==> config.mk <==
export PLATFORM = sky130hd
export DESIGN_NAME = dzcpu_uop_sequencer
export DESIGN_NICKNAME = d
export VERILOG_FILES = /design/src/rtl/dzcpu_uop_pkg.sv /design/src/rtl/dzcpu_uop_ctrl_decode.sv /design/src/rtl/dzcpu_uop_sequencer.sv
export SDC_FILE = /design/constraint.sdc
export NUM_CORES = 1
export LEC_CHECK = 0
export ABC_AREA = 1
export CAP_MARGIN = 20
export CORE_MARGIN = 2
export CORE_UTILIZATION = 46
export CTS_BUF_LIST = sky130_fd_sc_hd__clkbuf_2 sky130_fd_sc_hd__clkbuf_4 sky130_fd_sc_hd__clkbuf_8
export CTS_CLUSTER_SIZE = 24
export DETAILED_ROUTE_END_ITERATION = 16
export PLACE_DENSITY = 0.92
export SLEW_MARGIN = 20
export SYNTH_ARGS = -nofsm -noshare
export SYNTH_HDL_FRONTEND = slang
export SYNTH_SLANG_ARGS = --single-unit
==> constraint.sdc <==
create_clock -name iClock -period 1.75 [get_ports iClock]
set_input_delay 0.35 -clock iClock [delete_from_list [all_inputs] [get_ports iClock]]
set_output_delay 0.35 -clock iClock [all_outputs]
set_load 0.005 [all_outputs]
==> src/rtl/dzcpu_uop_pkg.sv <==
// Shared micro-op field layout, ctrl encodings and sequencer state type.
// Latency: n/a (types and constants only).
// Backpressure: n/a.
package dzcpu_uop_pkg;

  // Micro-op word: {ctrl[3:0], op[4:0], operand[3:0]}
  localparam int UOP_W    = 13;
  localparam int CTRL_W   = 4;
  localparam int OP_W     = 5;
  localparam int OPND_W   = 4;
  localparam int CTRL_MSB = 12;
  localparam int CTRL_LSB = 9;
  localparam int OP_MSB   = 8;
  localparam int OP_LSB   = 4;
  localparam int OPND_MSB = 3;
  localparam int OPND_LSB = 0;

  // Control-field encodings shared by the ucode macros, the ROM and the decoder
  typedef enum logic [CTRL_W-1:0] {
    CTRL_OP           = 4'd0,
    CTRL_INC          = 4'd1,
    CTRL_EOF          = 4'd2,
    CTRL_INC_EOF      = 4'd3,
    CTRL_EOF_FU       = 4'd4,
    CTRL_INC_EOF_FU   = 4'd5,
    CTRL_INC_EOF_Z    = 4'd6,
    CTRL_INC_EOF_NZ   = 4'd7,
    CTRL_UPDATE_FLAGS = 4'd8,
    CTRL_JCB          = 4'd9,
    CTRL_NOP          = 4'd10
  } uop_ctrl_e;

  typedef enum logic [2:0] {
    RESET_HOLD = 3'd0,
    FETCH_WAIT = 3'd1,
    DISPATCH   = 3'd2,
    EXEC       = 3'd3,
    CB_WAIT    = 3'd4
  } seq_state_e;

  // Builds a micro-op word; the ucode macros expand to this
  function automatic logic [UOP_W-1:0] mk_uop(input uop_ctrl_e ctrl,
                                              input logic [OP_W-1:0] op,
                                              input logic [OPND_W-1:0] opnd);
    return {ctrl, op, opnd};
  endfunction

endpackage

==> src/rtl/dzcpu_uop_ctrl_decode.sv <==
// Decodes a micro-op ctrl field plus the Z flag into sequencer actions.
// Latency: purely combinational.
// Backpressure: none; the caller gates the results with its own stall.
module dzcpu_uop_ctrl_decode
  import dzcpu_uop_pkg::*;
(
  input  logic [CTRL_W-1:0] ctrl,
  input  logic              flag_z,
  output logic              inc,
  output logic              eof,
  output logic              fu,
  output logic              jcb,
  output logic              suppress
);

  // Map each ctrl code to its strobe set; unknown codes behave as nop
  always_comb begin
    inc      = 1'b0;
    eof      = 1'b0;
    fu       = 1'b0;
    jcb      = 1'b0;
    suppress = 1'b0;
    case (ctrl)
      CTRL_INC:          inc = 1'b1;
      CTRL_EOF:          eof = 1'b1;
      CTRL_INC_EOF:      begin inc = 1'b1; eof = 1'b1; end
      CTRL_EOF_FU:       begin fu = 1'b1; eof = 1'b1; end
      CTRL_INC_EOF_FU:   begin inc = 1'b1; fu = 1'b1; eof = 1'b1; end
      CTRL_UPDATE_FLAGS: fu = 1'b1;
      CTRL_JCB:          begin inc = 1'b1; jcb = 1'b1; end
      // Conditional end: when taken the op field must not execute
      CTRL_INC_EOF_Z: begin
        inc      = 1'b1;
        eof      = flag_z;
        suppress = flag_z;
      end
      CTRL_INC_EOF_NZ: begin
        inc      = 1'b1;
        eof      = ~flag_z;
        suppress = ~flag_z;
      end
      default: ;
    endcase
  end

endmodule

==> src/rtl/dzcpu_uop_sequencer.sv <==
// Fetches opcodes, dispatches through the flow LUTs and steps the micro-op ROM.
// Latency: MEM_LATENCY fetch cycles + 1 dispatch cycle before the first micro-op.
// Backpressure: iStall freezes all state and forces every strobe low.
module dzcpu_uop_sequencer
  import dzcpu_uop_pkg::*;
#(
  parameter int MEM_LATENCY  = 1,
  parameter int MAX_FLOW_LEN = 32
) (
  input  logic             iClock,
  input  logic             iReset,
  input  logic             iStall,
  input  logic [7:0]       iMemData,
  input  logic             iFlagZ,
  output logic [7:0]       oMop,
  input  logic [7:0]       iFlowIdx,
  input  logic [7:0]       iCbFlowIdx,
  output logic [7:0]       oUopAddr,
  input  logic [UOP_W-1:0] iUop,
  output logic             oUopValid,
  output logic             oIncPc,
  output logic             oUpdateFlags,
  output logic             oInstrDone,
  output logic             oUopError
);

  // Latency counter must also hold MEM_LATENCY: CB_WAIT spends one extra
  // cycle after latching so the CB LUT sees the new oMop before loading.
  localparam int LAT_W  = $clog2(MEM_LATENCY + 1);
  localparam int STEP_W = $clog2(MAX_FLOW_LEN + 1);
  localparam logic [LAT_W-1:0]  LAT_LAST  = LAT_W'(MEM_LATENCY - 1);
  localparam logic [LAT_W-1:0]  LAT_LOAD  = LAT_W'(MEM_LATENCY);
  localparam logic [STEP_W-1:0] STEP_LAST = STEP_W'(MAX_FLOW_LEN - 1);
  localparam logic [STEP_W-1:0] STEP_MAX  = STEP_W'(MAX_FLOW_LEN);

  seq_state_e        state, state_nxt;
  logic [LAT_W-1:0]  lat_cnt, lat_nxt;
  logic [STEP_W-1:0] step_cnt, step_nxt;
  logic [7:0]        mop_nxt, addr_nxt;
  logic              set_err;
  logic              dec_inc, dec_eof, dec_fu, dec_jcb, dec_suppress;
  logic              wd_hit, exec_ok;
  logic              uop_unused;

  // The op/operand fields go straight from the ROM to the datapath
  assign uop_unused = ^iUop[OP_MSB:OPND_LSB];

  dzcpu_uop_ctrl_decode u_dec (
    .ctrl     (iUop[CTRL_MSB:CTRL_LSB]),
    .flag_z   (iFlagZ),
    .inc      (dec_inc),
    .eof      (dec_eof),
    .fu       (dec_fu),
    .jcb      (dec_jcb),
    .suppress (dec_suppress)
  );

  // Watchdog fires on the last permitted micro-op unless it ends the flow anyway
  assign wd_hit  = (step_cnt >= STEP_LAST) && !dec_eof;
  assign exec_ok = (state == EXEC) && !iStall && !iReset;

  // State register and sequencer state; reset beats stall, stall beats everything else
  always_ff @(posedge iClock) begin
    if (iReset) begin
      state     <= FETCH_WAIT;
      lat_cnt   <= '0;
      step_cnt  <= '0;
      oMop      <= '0;
      oUopAddr  <= '0;
      oUopError <= 1'b0;
    end else if (!iStall) begin
      state    <= state_nxt;
      lat_cnt  <= lat_nxt;
      step_cnt <= step_nxt;
      oMop     <= mop_nxt;
      oUopAddr <= addr_nxt;
      if (set_err) oUopError <= 1'b1;
    end
  end

  // Next-state logic and per-cycle strobes
  always_comb begin
    state_nxt    = state;
    lat_nxt      = lat_cnt;
    step_nxt     = step_cnt;
    mop_nxt      = oMop;
    addr_nxt     = oUopAddr;
    set_err      = 1'b0;
    oUopValid    = 1'b0;
    oIncPc       = 1'b0;
    oUpdateFlags = 1'b0;
    oInstrDone   = 1'b0;
    case (state)
      RESET_HOLD: begin
        state_nxt = FETCH_WAIT;
        lat_nxt   = '0;
      end
      FETCH_WAIT: begin
        if (lat_cnt == LAT_LAST) begin
          mop_nxt   = iMemData;
          lat_nxt   = '0;
          state_nxt = DISPATCH;
        end else begin
          lat_nxt = lat_cnt + 1'b1;
        end
      end
      DISPATCH: begin
        addr_nxt  = iFlowIdx;
        step_nxt  = '0;
        state_nxt = EXEC;
      end
      EXEC: begin
        oUopValid    = exec_ok && !dec_suppress;
        oIncPc       = exec_ok && dec_inc;
        oUpdateFlags = exec_ok && dec_fu;
        oInstrDone   = exec_ok && (dec_eof || wd_hit);
        if (step_cnt != STEP_MAX) step_nxt = step_cnt + 1'b1;
        if (dec_eof || wd_hit) begin
          set_err   = wd_hit;
          lat_nxt   = '0;
          state_nxt = FETCH_WAIT;
        end else if (dec_jcb) begin
          lat_nxt   = '0;
          state_nxt = CB_WAIT;
        end else begin
          addr_nxt = oUopAddr + 8'd1;
        end
      end
      CB_WAIT: begin
        if (lat_cnt == LAT_LOAD) begin
          addr_nxt  = iCbFlowIdx;
          lat_nxt   = '0;
          state_nxt = EXEC;
        end else begin
          if (lat_cnt == LAT_LAST) mop_nxt = iMemData;
          lat_nxt = lat_cnt + 1'b1;
        end
      end
      default: state_nxt = FETCH_WAIT;
    endcase
  end

endmodule

==> results.py <==
metrics = {
    "run_status": {
        "outcome": "finished clean",
    },
    "critical_path": {
        "cp_max_fo": 2,
        "worst_path_most_repeated_cell": "nand2_1",
        "crit_slowest_cell": "clkdlybuf4s50_1",
        "critPathCaptureType": "output port",
        "regToRegSetupSlack_ns": 0.15,
        "crit_chain": "clkdlybuf4s50_1, nand2_1, nand3_1, nand2_1, a21oi_2, buf_2",
        "setup.worst_path.start_class": "primary input",
        "crit_type": "in2out",
        "crit_path_max_incr_delay_ns": 0.49,
        "worstPathRequired_ns": 1.40,
        "rr_worst_depth": 11,
        "cp_data_arrival_time_ns": 1.35,
    },
    "global_route": {
        "grt_max_degree": 23,
        "grt.overflow.total": 0,
        "grt_usage": 0.2312,
        "grt_pass1_vias": 1895,
        "antenna_found_initial": 0,
        "grt_first_pass_wirelength_um": 7769,
    },
    "final_layout": {
        "layout_common_cells": "70 x nand2_1, 63 x nor2_1, 43 x clkdlybuf4s50_1",
        "final_common_cell": "nand2_1",
        "area_growth_pct": 46.93,
        "nFillCells": 315,
        "drive_gt1_frac": 0.1770,
        "fin_util": 0.6974,
        "final_net_count": 401,
        "antenna_cells": 0,
    },
    "cts": {
        "cts.sink_count": 27,
        "cts_buffers": 3,
        "root_buffer": "clkbuf_8",
        "hold_buffers": 0,
        "cts_buffer_depth": 2,
        "clock_latency_ns": 0.28,
        "cts_tree": "yes",
        "h-tree-depth": 1,
        "clkSlewWorstSetupHoldPaths_ns": 0.09,
    },
    "route": {
        "routed_via_density": 5.054,
        "first_pass_iters": 4,
        "drt_wl_total_um": 4690,
        "wl_per_cell_um": 11.61,
        "num_vias": 2042,
        "drtAntennaViolNets": 0,
        "drc_errors": 0,
        "drtIter0Drc": 95,
    },
    "floorplan": {
        "ioPinCount": 62,
        "start_util": 0.4747,
        "die_area_um2": 4225,
        "rows": 22,
        "core_area_um2": 3606,
        "dieHeight_um": 65,
        "die_w_um": 65,
    },
    "timing": {
        "tightest_slew_ns": 0.3067,
        "worst_slew_margin_rel": 0.7934,
        "min_period_over_period": 0.9718,
        "skew_ns": 0.002719,
        "report.final.slew_viol_count": 0,
        "finalSetupViolCount": 0,
        "setup_tns_ns": 0,
        "fin_ws_ns": 0.04935,
        "finalCriticalPeriod_ns": 1.701,
        "grt_setup_unrepaired": "true",
        "max_freq_ghz": 0.5880,
        "finalHoldViolCount": 0,
    },
    "power_and_ir_drop": {
        "power_density_nw_per_um2": 724.1,
        "internal_power_mw": 1.204,
        "power_frac_seq": 0.412,
        "leakage_nw": 1.197,
        "power_frac_comb": 0.383,
        "power_mw": 1.821,
        "power.clock.fraction": 0.205,
        "switching_share": 0.3387,
        "netSwitchingPower_mw": 0.6168,
        "ir_drop_mv": 0.4639,
    },
    "worst_hold_path": {
        "hp-class": "reg2reg",
        "whs_path_depth": 2,
    },
    "placed_design": {
        "post-dp-hpwl_um": 3456,
        "io_buffers": 52,
        "place_ws_ns": -0.5371,
        "place.gp.congestion": 0.8455,
    },
    "logic_synthesis": {
        "syn_inst": 281,
        "syn-cell-area_um2": 1712,
        "syn-mean-instance-area_um2": 6.091,
        "seq_area_frac_synth": 0.3158,
        "yosys_warnings": 0,
        "synth_nets": 325,
        "synth_cell_types": 26,
        "ys_ff_latch": 27,
    },
    "job": {
        "max_cap_viol_count": 0,
    },
}
[critical path: cells and delay by family]
kind / cells / cell delay [ns]
buf+inv: 2 / 0.61
compound gates: 1 / 0.13
simple gates: 3 / 0.26
[timing repair]
item / in CTS / in global routing
gates resized for setup: 24 / 12
setup endpoints to repair: 4 / 5
setup buffers: 2 / 0
gates cloned: 0 / 0
pin swaps: 3 / 3
[metal layers]
metal  GRT usage  wire (µm)
met5           0          0
met2      0.4188       2404
met3     0.02778        236
met1      0.2701       1952
met4      0.1037         97
[area by class of cell]
cell class | count | area (µm²) | share of cell area
Clock buffer | 4 | 48.80 | 0.01940
Inverter | 39 | 156.4 | 0.06219
Multi-Input combinational cell | 213 | 1042 | 0.4144
Sequential cell | 27 | 545.5 | 0.2169
Tap cell | 48 | 60.06 | 0.02388
Timing Repair Buffer | 73 | 661.9 | 0.2632
[power by group through the flow]
stage	registers, mW	clock network [mW]	logic, mW
final	0.750	0.373	0.698
after global routing	0.761	0.414	0.774
after CTS	0.748	0.381	0.685
after detailed placement	0.760	0	0.670
after global placement	0.758	0	0.652
after floorplan	0.763	0	0.353
[cell usage after synthesis, drive strengths merged]
master  number  area share
a211oi       1      0.0044
clkbuf       1      0.0022
nand4        5       0.018
a31oi        2      0.0073
a21oi       11       0.032
buf          1      0.0044
a221oi       1      0.0051
nor2        67        0.15
inv         37       0.084
nor3         3      0.0088
nand2       77        0.18
dfxtp       27        0.32
ha           3       0.022
nand3       28        0.11
or2          2      0.0073
o21ai       13       0.038
clkinv       2      0.0073
[logic make-up (layout without fill, tap and decap cells)]
family | Yosys count | after routing | synth area share
AOI/OAI and AO/OA | 28 | 28 | 0.08699
adders and majority gates | 3 | 3 | 0.02193
buffers and inverters | 41 | 116 | 0.09795
DFF | 27 | 27 | 0.3158
and+or+nand+nor | 182 | 182 | 0.4773
[flip-flops by register name, summed over array words and instances, names as in the netlist]
register   cells
lat_cnt        1
oMop           8
oUopAddr       8
oUopError      1
state          3
step_cnt       6
[final timing paths]
kind | from | to
worst max register to register | step_cnt[0] | oUopAddr[3]
worst min register to register | oUopError | oUopError
worst max-delay path | iFlagZ | oInstrDone
worst min-delay path | oUopError | oUopError
[stage by stage]
stage,cells,hold WS (ns),cell area (µm²)
detailed placement,398,0.4614,2424
global route,404,0.5142,2515
finish,404,0.4753,2515
CTS,404,0.4823,2487
global placement,398,0.4510,2424
floorplan,281,0.4191,1712
No activity file was read; power rests on OpenSTA's default activity.
